## src/rtl/stopwatch_core.sv

```systemverilog
// BCD stopwatch/countdown with pause, field-selective adjust, up/down count and expiry.
// Single clock; all outputs registered; strobes act one cycle after they are sampled.
module stopwatch_core #(
    parameter int MIN_DIGITS = 2
) (
    input  logic                    clk,
    input  logic                    reset,
    input  logic                    tick_1hz,
    input  logic                    tick_adj,
    input  logic                    pause,
    input  logic                    adjust,
    input  logic                    select,
    input  logic                    dir,
    output logic [4*MIN_DIGITS-1:0] min_bcd,
    output logic [3:0]              sec1,
    output logic [3:0]              sec0,
    output logic                    running,
    output logic                    expired,
    output logic                    wrap
);

    typedef enum logic [1:0] {S_RUN, S_PAUSE, S_ADJ, S_EXPIRED} state_t;

    state_t state;
    logic   resume_run;

    logic [4*MIN_DIGITS-1:0] min_inc;
    logic [4*MIN_DIGITS-1:0] min_dec;
    logic                    min_max;
    logic                    min_zero;
    logic [3:0]              sec0_inc, sec1_inc, sec0_dec, sec1_dec;
    logic                    sec_carry, sec_borrow;

    // Minute digits ripple with explicit per-digit carry and borrow.
    always_comb begin
        logic       carry;
        logic       borrow;
        logic [3:0] d;
        min_inc  = min_bcd;
        min_dec  = min_bcd;
        min_max  = 1'b1;
        min_zero = 1'b1;
        carry    = 1'b1;
        borrow   = 1'b1;
        d        = 4'd0;
        for (int i = 0; i < MIN_DIGITS; i++) begin
            d = min_bcd[4*i +: 4];
            if (d != 4'd9) min_max = 1'b0;
            if (d != 4'd0) min_zero = 1'b0;
            if (carry) begin
                if (d == 4'd9) begin
                    min_inc[4*i +: 4] = 4'd0;
                end else begin
                    min_inc[4*i +: 4] = d + 4'd1;
                    carry = 1'b0;
                end
            end
            if (borrow) begin
                if (d == 4'd0) begin
                    min_dec[4*i +: 4] = 4'd9;
                end else begin
                    min_dec[4*i +: 4] = d - 4'd1;
                    borrow = 1'b0;
                end
            end
        end
    end

    assign sec_carry  = (sec1 == 4'd5) && (sec0 == 4'd9);
    assign sec_borrow = (sec1 == 4'd0) && (sec0 == 4'd0);
    assign sec0_inc   = (sec0 == 4'd9) ? 4'd0 : sec0 + 4'd1;
    assign sec1_inc   = (sec0 != 4'd9) ? sec1 : ((sec1 == 4'd5) ? 4'd0 : sec1 + 4'd1);
    assign sec0_dec   = (sec0 == 4'd0) ? 4'd9 : sec0 - 4'd1;
    assign sec1_dec   = (sec0 != 4'd0) ? sec1 : ((sec1 == 4'd0) ? 4'd5 : sec1 - 4'd1);

    always_ff @(posedge clk) begin
        if (reset) begin
            state      <= S_RUN;
            resume_run <= 1'b1;
            min_bcd    <= '0;
            sec1       <= 4'd0;
            sec0       <= 4'd0;
            running    <= 1'b1;
            expired    <= 1'b0;
            wrap       <= 1'b0;
        end else begin
            wrap <= 1'b0;
            if (adjust) begin
                state   <= S_ADJ;
                running <= 1'b0;
                expired <= 1'b0;
                if (state != S_ADJ) resume_run <= (state == S_RUN);
                // Adjust always counts up; seconds never carry into minutes.
                if (tick_adj) begin
                    if (select) begin
                        sec1 <= sec1_inc;
                        sec0 <= sec0_inc;
                    end else begin
                        min_bcd <= min_inc;
                    end
                end
            end else begin
                case (state)
                    S_ADJ: begin
                        state   <= resume_run ? S_RUN : S_PAUSE;
                        running <= resume_run;
                    end
                    S_RUN: begin
                        if (pause) begin
                            state   <= S_PAUSE;
                            running <= 1'b0;
                        end else if (tick_1hz) begin
                            if (!dir) begin
                                sec1 <= sec1_inc;
                                sec0 <= sec0_inc;
                                if (sec_carry) min_bcd <= min_inc;
                                wrap <= sec_carry && min_max;
                            end else if (sec_borrow && min_zero) begin
                                state   <= S_EXPIRED;
                                running <= 1'b0;
                                expired <= 1'b1;
                            end else begin
                                sec1 <= sec1_dec;
                                sec0 <= sec0_dec;
                                if (sec_borrow) min_bcd <= min_dec;
                            end
                        end
                    end
                    S_PAUSE: begin
                        if (pause) begin
                            state   <= S_RUN;
                            running <= 1'b1;
                        end
                    end
                    S_EXPIRED: begin
                        if (!dir) begin
                            state   <= S_PAUSE;
                            expired <= 1'b0;
                        end
                    end
                    default: begin
                        state   <= S_RUN;
                        running <= 1'b1;
                        expired <= 1'b0;
                    end
                endcase
            end
        end
    end

endmodule
```

## config.mk

```make
export PLATFORM = sky130hd
export DESIGN_NAME = stopwatch_core
export DESIGN_NICKNAME = d
export VERILOG_FILES = /design/src/rtl/stopwatch_core.sv
export SDC_FILE = /design/constraint.sdc
export NUM_CORES = 1
export LEC_CHECK = 0
export BUFFER_PORTS_ARGS = -buffer_cell sky130_fd_sc_hd__buf_2
export CELL_PAD_IN_SITES_DETAIL_PLACEMENT = 1
export CELL_PAD_IN_SITES_GLOBAL_PLACEMENT = 1
export CORE_MARGIN = 2
export CORE_UTILIZATION = 25
export DETAILED_ROUTE_END_ITERATION = 7
export PLACE_DENSITY_LB_ADDON = 0.1
export REMOVE_ABC_BUFFERS = 1
export SYNTH_ARGS = -nofsm -noshare
export SYNTH_HDL_FRONTEND = slang
export SYNTH_SLANG_ARGS = --single-unit
```

## constraint.sdc

```tcl
create_clock -name clk -period 2.3 [get_ports clk]
set_clock_uncertainty 0.15 [all_clocks]
set_input_delay 0.69 -clock clk [delete_from_list [all_inputs] [get_ports clk]]
set_output_delay 0.69 -clock clk [all_outputs]
set_load 0.005 [all_outputs]
```

* After elaboration in Yosys (flattened, before gate mapping)
Index checks and enable logic that the tools add are counted.
** Operators by class
- Eq/ne operators :: 33
- $lt $le $gt $ge :: 0
- Shift operators :: 0
- Add/sub/neg operators :: 8
- Div/mod/pow operators :: 0
- Reduce and logical (&&, ||, !) cells :: 28
- Multiplexer cells :: 66
- Bitwise operators :: 2
- Multipliers :: 0
** Operator list (count)
- 2-to-1 mux 4 bit :: 28
- 2-to-1 mux 8 bit :: 10
- != test 4 bit, second input constant :: 5
- 2-to-1 mux 1 bit :: 18
- != test 3 bit, second input constant :: 6
- adder 4 x 1 -> 4 bit, second input constant :: 4
- logical NOT 4 bit :: 4
- != test 2 bit, second input constant :: 8
- nonzero test 4 bit :: 4
- subtractor 4 x 1 -> 4 bit, second input constant :: 4
- AND reduction 5 bit :: 3
- 2-to-1 mux 2 bit :: 7
- equality test 4 bit, second input constant :: 3
- AND reduction 6 bit :: 2
- != test 3 x 2 -> 1 bit, second input constant :: 3
- AND reduction 9 bit :: 1
- one-hot mux 2 bit (4 select lines) :: 1
- AND reduction 8 bit :: 1
- AND reduction 7 bit :: 1
- != test 2 x 1 -> 1 bit, second input constant :: 3
- nonzero test 2 bit :: 3
- OR reduction 6 bit :: 1
- equality test 2 bit, second input constant :: 2
- equality test 4 x 3 -> 1 bit, second input constant :: 1
- 10 further kinds :: 14
** Word-level totals
- ROM bits :: 0
- Memories kept :: 0
- Output and inout bits :: 19
- Input bits :: 8
- Register bits :: 22
- Latch bits :: 0
- Word-level logic and storage cells :: 147
- RAM bits :: 0

* Longest topological paths before layout
Gate-level depths: netlist (run 1).
- Word-level depth :: 10
- Gate-level depth with buffers :: 8
- Mapped depth without buffers :: 7

* Worst setup path before layout (run 1)
OpenSTA, ideal clock, no wires.
- Path type :: register to register
- From :: reg sec0[1]
- To :: reg min_bcd[4]
- Stages on the path, launching flop included :: 6
- Library setup time :: 123 ps
- Data arrival time :: 1998 ps
- Path buffers :: 0
- Clock period less this slack :: 2271 ps
- Path slack :: 29 ps
- Cells stage by stage :: dfxtp_1 > or4_4 > a311oi_2 > o221ai_2 > nor4_2 > mux2_1
** On the way
- Longest elaborated chain between the ends :: 5
- Elaborated cells on any way between the ends :: 9
** Ends and longest elaborated chain
- start: declaration :: RTL line 16 : output logic [3:0] sec0,
- start signal: assignment :: RTL line 97 : sec0 <= sec0_inc;
- start signal: assignment :: RTL line 115 : sec0 <= sec0_inc;
- logical NOT 4 bit :: RTL line 70 : assign sec_borrow = (sec1 == 4'd0) && (sec0 == 4'd0);
- logical AND 1 bit :: RTL line 70
- logical AND 1 bit :: RTL line 118 : end else if (sec_borrow && min_zero) begin
- != test 3 bit (no line)
- AND reduction 9 bit (no line) *
- end signal: assignment :: RTL line 99 : min_bcd <= min_inc;
- end signal: assignment :: RTL line 116 : if (sec_carry) min_bcd <= min_inc;
- end signal: assignment :: RTL line 125 : if (sec_borrow) min_bcd <= min_dec;
- end: declaration :: RTL line 14 : output logic [4*MIN_DIGITS-1:0] min_bcd,
Mark *: on every way between the ends. The rest lies on a longest branch, timed or not.
A chain may end at the register's enable or synchronous reset.

* Worst setup path in the final report (run 1)
- From :: reg sec0[0]
- To :: reg min_bcd[0]
** On the way
- Longest elaborated chain between the ends :: 5
- Elaborated cells on any way between the ends :: 9
** Ends and longest elaborated chain (RTL line)
- logical NOT 4 bit :: 70
- logical AND 1 bit :: 70
- logical AND 1 bit :: 118
- != test 3 bit (no line)
- AND reduction 8 bit (no line) *
Marked as above.

==> key figures, run 1 <==
Status
  • Outcome: finished, final reports clean

Route
  • DR iter-0 viols: 85
  • Post-Route WL: around 6100 um
  • Wire per inst: 16.0 um
  • Routed Antenna Nets: 0
  • Total number of vias: 1906
  • Residual DRC: 0
  • Post-DR vias/cell: 4.99
  • Detailed Routing Iterations Pass 1: 4

Finish
  • # diodes: 0
  • Post-route cell area: 2360 um2
  • Fin nets: 296
  • Non-filler instance count after layout: 382
  • Filler instances: 914
  • Layout area overhead: 27.8%
  • Layout cell share with drive strength beyond 1: between 30% and 40%

Floorplanning
  • Die W: 90.0 um
  • Die area: 8110 um2
  • Row count: 31
  • Die height: 90.0 um
  • Number of I/O pins: 27
  • Core footprint: 7210 um2
  • Starting Density: 25.7%

Worst setup path
  • CP Capture Type: flop
  • Sum of buffers and inverters on the critical path: 1
  • WS Path Type: flop to flop
  • Worst-path fanout max: 5
  • Largest stage delay on the critical path: roughly 0.56 ns
  • CP arrival: 2.32 ns
  • CP delay by family, top: simple AND/OR/NAND/NOR gates
  • Worst-path cell chain: or4_4 -> a311oi_2 -> o221ai_2 -> buf_4 -> or3_4 -> a21oi_2
  • Slowest stage cell on the critical path: or4_4
  • Critical path startpoint category: flop
  • CP required: 2.37 ns

Timing
  • RSZ-0062 raised after global routing: true
  • Hold WS: 0.380 ns
  • Top achievable clock speed: 444 MHz
  • Worst setup margin: about 0.047 ns
  • Pin slew with the least headroom to its limit: 0.446 ns
  • Crit share post-route: 98.0%
  • Final setup fails: 0
  • Pins Over Slew Limit: 0
  • Tmin final: roughly 2.3 ns
  • Final Hold Vio Count: 0
  • Normalized max-slew margin: 70.0%

Synth
  • Post-synthesis async set-or-reset flop share: 0%
  • Mapped Area: 1850 um2
  • Syn_area_per_cell: around 8.0 um2
  • Area share of the largest cell type after synthesis: 23.8%
  • Post-synthesis sequential area ratio: 23.8%
  • Number of synthesized flops with an enable pin: 0
  • Cells after synthesis: 232
  • Synth Warn #: 0
  • Most area-consuming cells after synthesis: dfxtp_1 (24%), nor2_1 (5.1%), a21oi_1 (4.1%)
  • Yosys reg bits: 22
  • Ys flop type: dfxtp_1
  • Unique cell type count in the Yosys netlist: 64
  • Yosys top cell by area: dfxtp_1

Power
  • P_sw: 0.405 mW
  • Power density cells: 494 nW/um2
  • Int Power: 0.763 mW
  • Combinational power share: 38.4%
  • Worst vdd ir: between 0.15 and 0.2 mV
  • Switching Share: between 30 and 40%
  • Leakage power: 0.950 nW
  • Total Power: ~1.2 mW
  • Sequential fraction of design power: 35.5%
  • Clock power frac: 26.1%

Clock network
  • CTS tree: built
  • CTS Hold Buffers Added: 0
  • Root buf cell: clkbuf_8
  • CTS buffer count: 3
  • Clock insertion delay at the later pin of the skew report: 0.28 ns
  • Num Clock Sinks: 22
  • Clk buf depth: 2
  • H-tree levels: 1
  • Clock transition at path regs: around 0.090 ns

Placed design
  • Dpl cells: 375
  • Dpl cell area: 2240 um2
  • I/O Buffers: 26
  • GPL Wtd Cong: between 0.7 and 0.8
  • Post-DP HPWL: 4680 um
  • Worst slack at placement: -0.109 ns

Global routing
  • Largest net degree at the start of global routing: 16
  • Vias in the first global route: 1917
  • Total GRT Usage: 15.4%
  • First-pass GRT wire length: between 10000 and 15000 um
  • Initial antenna violation count: 0
  • GRT overflow: 0

Hold path
  • Worst min path class: flop to flop

Job
  • Max Cap Violations: 0
power groups by stage:
| stage | registers (mW) | logic [mW] | clock network [mW] |
|---|---|---|---|
| final | 0.414 | 0.449 | 0.305 |
| after global routing | 0.418 | 0.498 | 0.328 |
| after CTS | 0.414 | 0.431 | 0.314 |
| after detailed placement | 0.423 | 0.417 | 0 |
| after global placement | 0.422 | 0.415 | 0 |
| after floorplan | 0.441 | 0.222 | 0 |
cell type report:
cell class | count | area, um2 | share of cell area, %
timing repair buffer | 66 | 430 | 18.2
sequential | 22 | 442 | 18.7
tap | 99 | 124 | 5.24
inverter | 8 | 30.0 | 1.27
multi-input combinational | 183 | 1280 | 54.3
clock buffer | 4 | 55.1 | 2.33
routing by layer:
| layer | global-route usage, % | vias to the layer above | part of all wire [%] |
|---|---|---|---|
| met1 | 22.1 | 909 | 53 |
| met3 | 1.59 | 4 | 2.0 |
| li1 | - | 972 | - |
| met4 | 3.46 | 0 | 0.75 |
| met2 | 25.0 | 21 | 45 |
| met5 | 0 | - | 0 |
cells in the final DEF, fill, tap and decap left out, drive strengths merged, types with 6 or more instances in the layout:
cell and n:
nand3 12, nor4 6, nor2 25, dfxtp 22
inv 8, buf 66, a21oi 15, nor3 9
mux2i 6, nand2 14, o21ai 11
flip-flops by register name, summed over array words and instances, names as in the netlist:
signal / count
sec0: 4
resume_run: 1
running: 1
state: 2
min_bcd: 8
sec1: 4
expired: 1
wrap: 1
worst paths after layout:
check / from / to / slack, ns / cells past startpoint
worst max-delay path: sec0[0]$_SDFFE_PP0P_ / min_bcd[0]$_SDFFE_PP0P_ / 0.05 / 6
worst min-delay path: resume_run$_SDFFE_PP1P_ / resume_run$_SDFFE_PP1P_ / 0.38 / 2
worst max register to register: sec0[0]$_SDFFE_PP0P_ / min_bcd[0]$_SDFFE_PP0P_ / 0.05 / 6
worst min register to register: resume_run$_SDFFE_PP1P_ / resume_run$_SDFFE_PP1P_ / 0.38 / 2
tightest hold or removal path, cell delays in order, from the launching register on:
cell and delay, ns:
dfxtp_1 0.37, mux2i_1 0.08, nand2_1 0.06
stage by stage:
| stage | setup TNS (ns) | util [%] |
|---|---|---|
| final | 0 | 32.8 |
| after global routing | -0.0472 | 32.8 |
| after CTS | 0 | 32.1 |
| after detailed placement | -0.124 | 31.1 |
| after global placement | -0.0628 | 31.1 |
| after floorplan | -0.153 | - |
cells by family after synthesis:
logic type,count (synthesis),synth area share (%)
buf+inv,27,9.20
flops,22,23.8
mux,9,5.07
xor+xnor,5,2.37
simple gates,96,28.9
compound gates,69,27.9
fa+ha+maj,4,2.70
synthesized netlist by cell type (all sizes together), types with 5 or more instances:
| cell | count |
|---|---|
| nor3 | 9 |
| buf | 9 |
| inv | 8 |
| clkbuf | 10 |
| nand2b | 5 |
| dfxtp | 22 |
| a21oi | 15 |
| nor2 | 25 |
| or4 | 5 |
| nand3 | 12 |
| nand2 | 14 |
| nor2b | 5 |
| nor4 | 6 |
| o21ai | 11 |
| xnor2 | 5 |
| mux2i | 6 |
timing repair:
item,CTS,global route
buffers inserted,2,1
endpoints found under the setup margin,1,9
pin swaps,3,5
gates resized for setup,1,9
Note: power is estimated with default switching activity, not from simulation.
==> run 2, diff against run 1 <==
- clock period: 2.3 -> 2.59 ns (I/O delays scaled with it)
==> run 2 against run 1 <==
Compared with the run above:
- clock-buffer cell count stayed put
- first-iteration DRC count is 42% lower
- global-route usage down 0.28 points
- via count fell by 2.8%
- non-clock buffer count shrank 16
- wire length down 1.8%
- fmax down 6.8%
- critical path depth decreased by 1
- die area unchanged
- sequential share of layout area rose by 1.3 points
- largest cell class unchanged
==> key figures, run 2 (same netlist as run 1, synthesis figures left out) <==
Timing
  • Worst setup margin: 0.172 ns (+0.125 ns)
  • Pins Over Slew Limit: 0 (unchanged)
  • Tmin final: 2.42 ns (+0.165 ns)
  • Final Hold Vio Count: 0 (unchanged)
  • Normalized max-slew margin: 70.9% (+0.92 points)
  • Final setup fails: 0 (unchanged)
  • Total negative slack: 0 ns (unchanged)
  • Pin slew with the least headroom to its limit: 0.433 ns (-0.0136 ns)
  • Top achievable clock speed: 414 MHz (-6.8%)
  • RSZ-0062 raised after global routing: false
  • Crit share post-route: 93.4% (-4.6 points)

Clock network
  • Root buf cell: clkbuf_8
  • CTS tree: built
  • Clk buf depth: 2 (unchanged)
  • Clock insertion delay at the later pin of the skew report: 0.28 ns (about the same)
  • CTS Hold Buffers Added: 0 (unchanged)
  • CTS buffer count: 3 (unchanged)
  • Num Clock Sinks: 22 (unchanged)
  • Post-CTS Setup Inserts: 0 (-2)
  • Clock transition at path regs: 0.10 ns (about the same)
  • Post_cts resized: 0 (-1)
  • H-tree levels: 1 (unchanged)

Route
  • DR iter-0 viols: 49 (-42%)
  • Detailed Routing Iterations Pass 1: 4 (unchanged)
  • Total number of vias: 1853 (-2.8%)
  • Post-Route WL: 6000 um (-1.8%)
  • Residual DRC: 0 (unchanged)
  • Routed Antenna Nets: 0 (unchanged)
  • Wire per inst: 16.4 um (+2.4%)
  • Post-DR vias/cell: 5.06 (+1.5%)

Power
  • Switching Share: 35.3% (+0.66 points)
  • Clock power frac: 28.1% (+2.0 points)
  • P_sw: 0.346 mW (-15%)
  • Worst vdd ir: 0.173 mV (about the same)
  • Sequential fraction of design power: 37.6% (+2.1 points)
  • Int Power: 0.633 mW (-17%)
  • Total Power: 0.979 mW (-16%)
  • Power density cells: 445 nW/um2 (-9.9%)
  • Combinational power share: 34.3% (-4.1 points)
  • Leakage power: 0.868 nW (-8.6%)

Worst setup path
  • WS Path Type: flop to flop
  • CP required: 2.61 ns (+0.24 ns)
  • CP delay by family, top: simple AND/OR/NAND/NOR gates
  • Worst-path cell chain: or4_1 -> a311oi_2 -> o221ai_2 -> nor4_2 -> mux2_1
  • Critical path startpoint category: flop
  • CP Capture Type: flop
  • Slowest stage cell on the critical path: or4_1
  • CP arrival: 2.44 ns (+0.12 ns)
  • Largest stage delay on the critical path: 0.67 ns (+0.11 ns)
  • Worst-path fanout max: 6 (+1)
  • Sum of buffers and inverters on the critical path: 0 (-1)

Global routing
  • Largest net degree at the start of global routing: 15 (-1)
  • GRT overflow: 0 (unchanged)
  • First-pass GRT wire length: 10000 um (-3.0%)
  • Initial antenna violation count: 0 (unchanged)
  • Vias in the first global route: 1818 (-5.2%)
  • Total GRT Usage: 15.2% (-0.28 points)

Floorplanning
  • Row count: 31 (unchanged)
  • Die area: 8110 um2 (unchanged)
  • Starting Density: 25.7% (unchanged)
  • Core footprint: 7210 um2 (unchanged)
  • Die height: 90.0 um (unchanged)
  • Die W: 90.0 um (unchanged)
  • Number of I/O pins: 27 (unchanged)

Placed design
  • Dpl cells: 362 (-3.5%)
  • Worst slack at placement: 0.122 ns (+0.231 ns)
  • Post-DP HPWL: 4530 um (-3.1%)
  • I/O Buffers: 26 (unchanged)
  • GPL Wtd Cong: 0.758 (-0.72%)

Finish
  • Non-filler instance count after layout: 366 (-4.2%)
  • Fin nets: 280 (-5.4%)
  • Largest register FFs: 8 (unchanged)
  • # diodes: 0 (unchanged)
  • Most frequent cells in the layout: buf_2 (26), nor2_1 (25), buf_4 (24)
  • Layout area overhead: 18.9%
  • Commonest non-fill, non-tap cell in the layout: buf_2
  • Filler instances: 928 (+1.5%)
  • Top reg by flops: min_bcd
  • Biggest regs: min_bcd (8), sec0 (4), sec1 (4)
  • Layout cell share with drive strength beyond 1: 26.2% (-7.0 points)

Hold path
  • Worst min path class: flop to flop

Status
  • Outcome: finished, final reports clean

Job
  • Max Cap Violations: 0 (unchanged)
==> run 2: metrics by stage <==
stage | instance area, um2 | hold slack, ns | utilization (%)
floorplan | 1710 | 0.313 | -
global placement | 2140 | 0.359 | 29.7
detailed placement | 2140 | 0.350 | 29.7
CTS | 2200 | 0.373 | 30.5
global route | 2200 | 0.458 | 30.5
finish | 2200 | 0.363 | 30.5
==> run 2: cell type report <==
type                            count  area (um2)  area share (%)
Multi-Input combinational cell    183        1240            56.4
Sequential cell                    22         440            20.0
Timing Repair Buffer               50         310            14.1
Tap cell                           99         124            5.63
Clock buffer                        4        55.1            2.50
Inverter                            8        30.0            1.37
==> run 2: tightest hold or removal path, cell delays in order (launching register included) <==
cell,delay [ns]
dfxtp_1,0.36
mux2i_1,0.08
nand2_1,0.06
==> run 2: power groups by stage <==
stage / Combinational, mW / Clock, mW / Sequential (mW)
3_5_place_dp: 0.336 / 0 / 0.376
2_1_floorplan: 0.197 / 0 / 0.392
3_3_place_gp: 0.337 / 0 / 0.376
6_report: 0.335 / 0.275 / 0.368
5_1_grt: 0.374 / 0.297 / 0.372
4_1_cts: 0.338 / 0.282 / 0.369
==> run 2: per-layer routing <==
metal / vias to the layer above / GRT usage (%) / share of wire (%)
met2: 28 / 24.9 / 45
met5: - / 0 / 0
met1: 878 / 21.0 / 50
met3: 7 / 2.01 / 2.8
met4: 0 / 3.85 / 1.4
li1: 940 / - / -
==> run 2: final timing paths <==
kind / depth (start not counted) / start / slack, ns / to
worst max-delay path: 5 / sec1[0]$_SDFFE_PP0P_ / 0.17 / min_bcd[4]$_SDFFE_PP0P_
worst min-delay path: 2 / resume_run$_SDFFE_PP1P_ / 0.36 / resume_run$_SDFFE_PP1P_
worst max register to register: 5 / sec1[0]$_SDFFE_PP0P_ / 0.17 / min_bcd[4]$_SDFFE_PP0P_
worst min register to register: 2 / resume_run$_SDFFE_PP1P_ / 0.36 / resume_run$_SDFFE_PP1P_
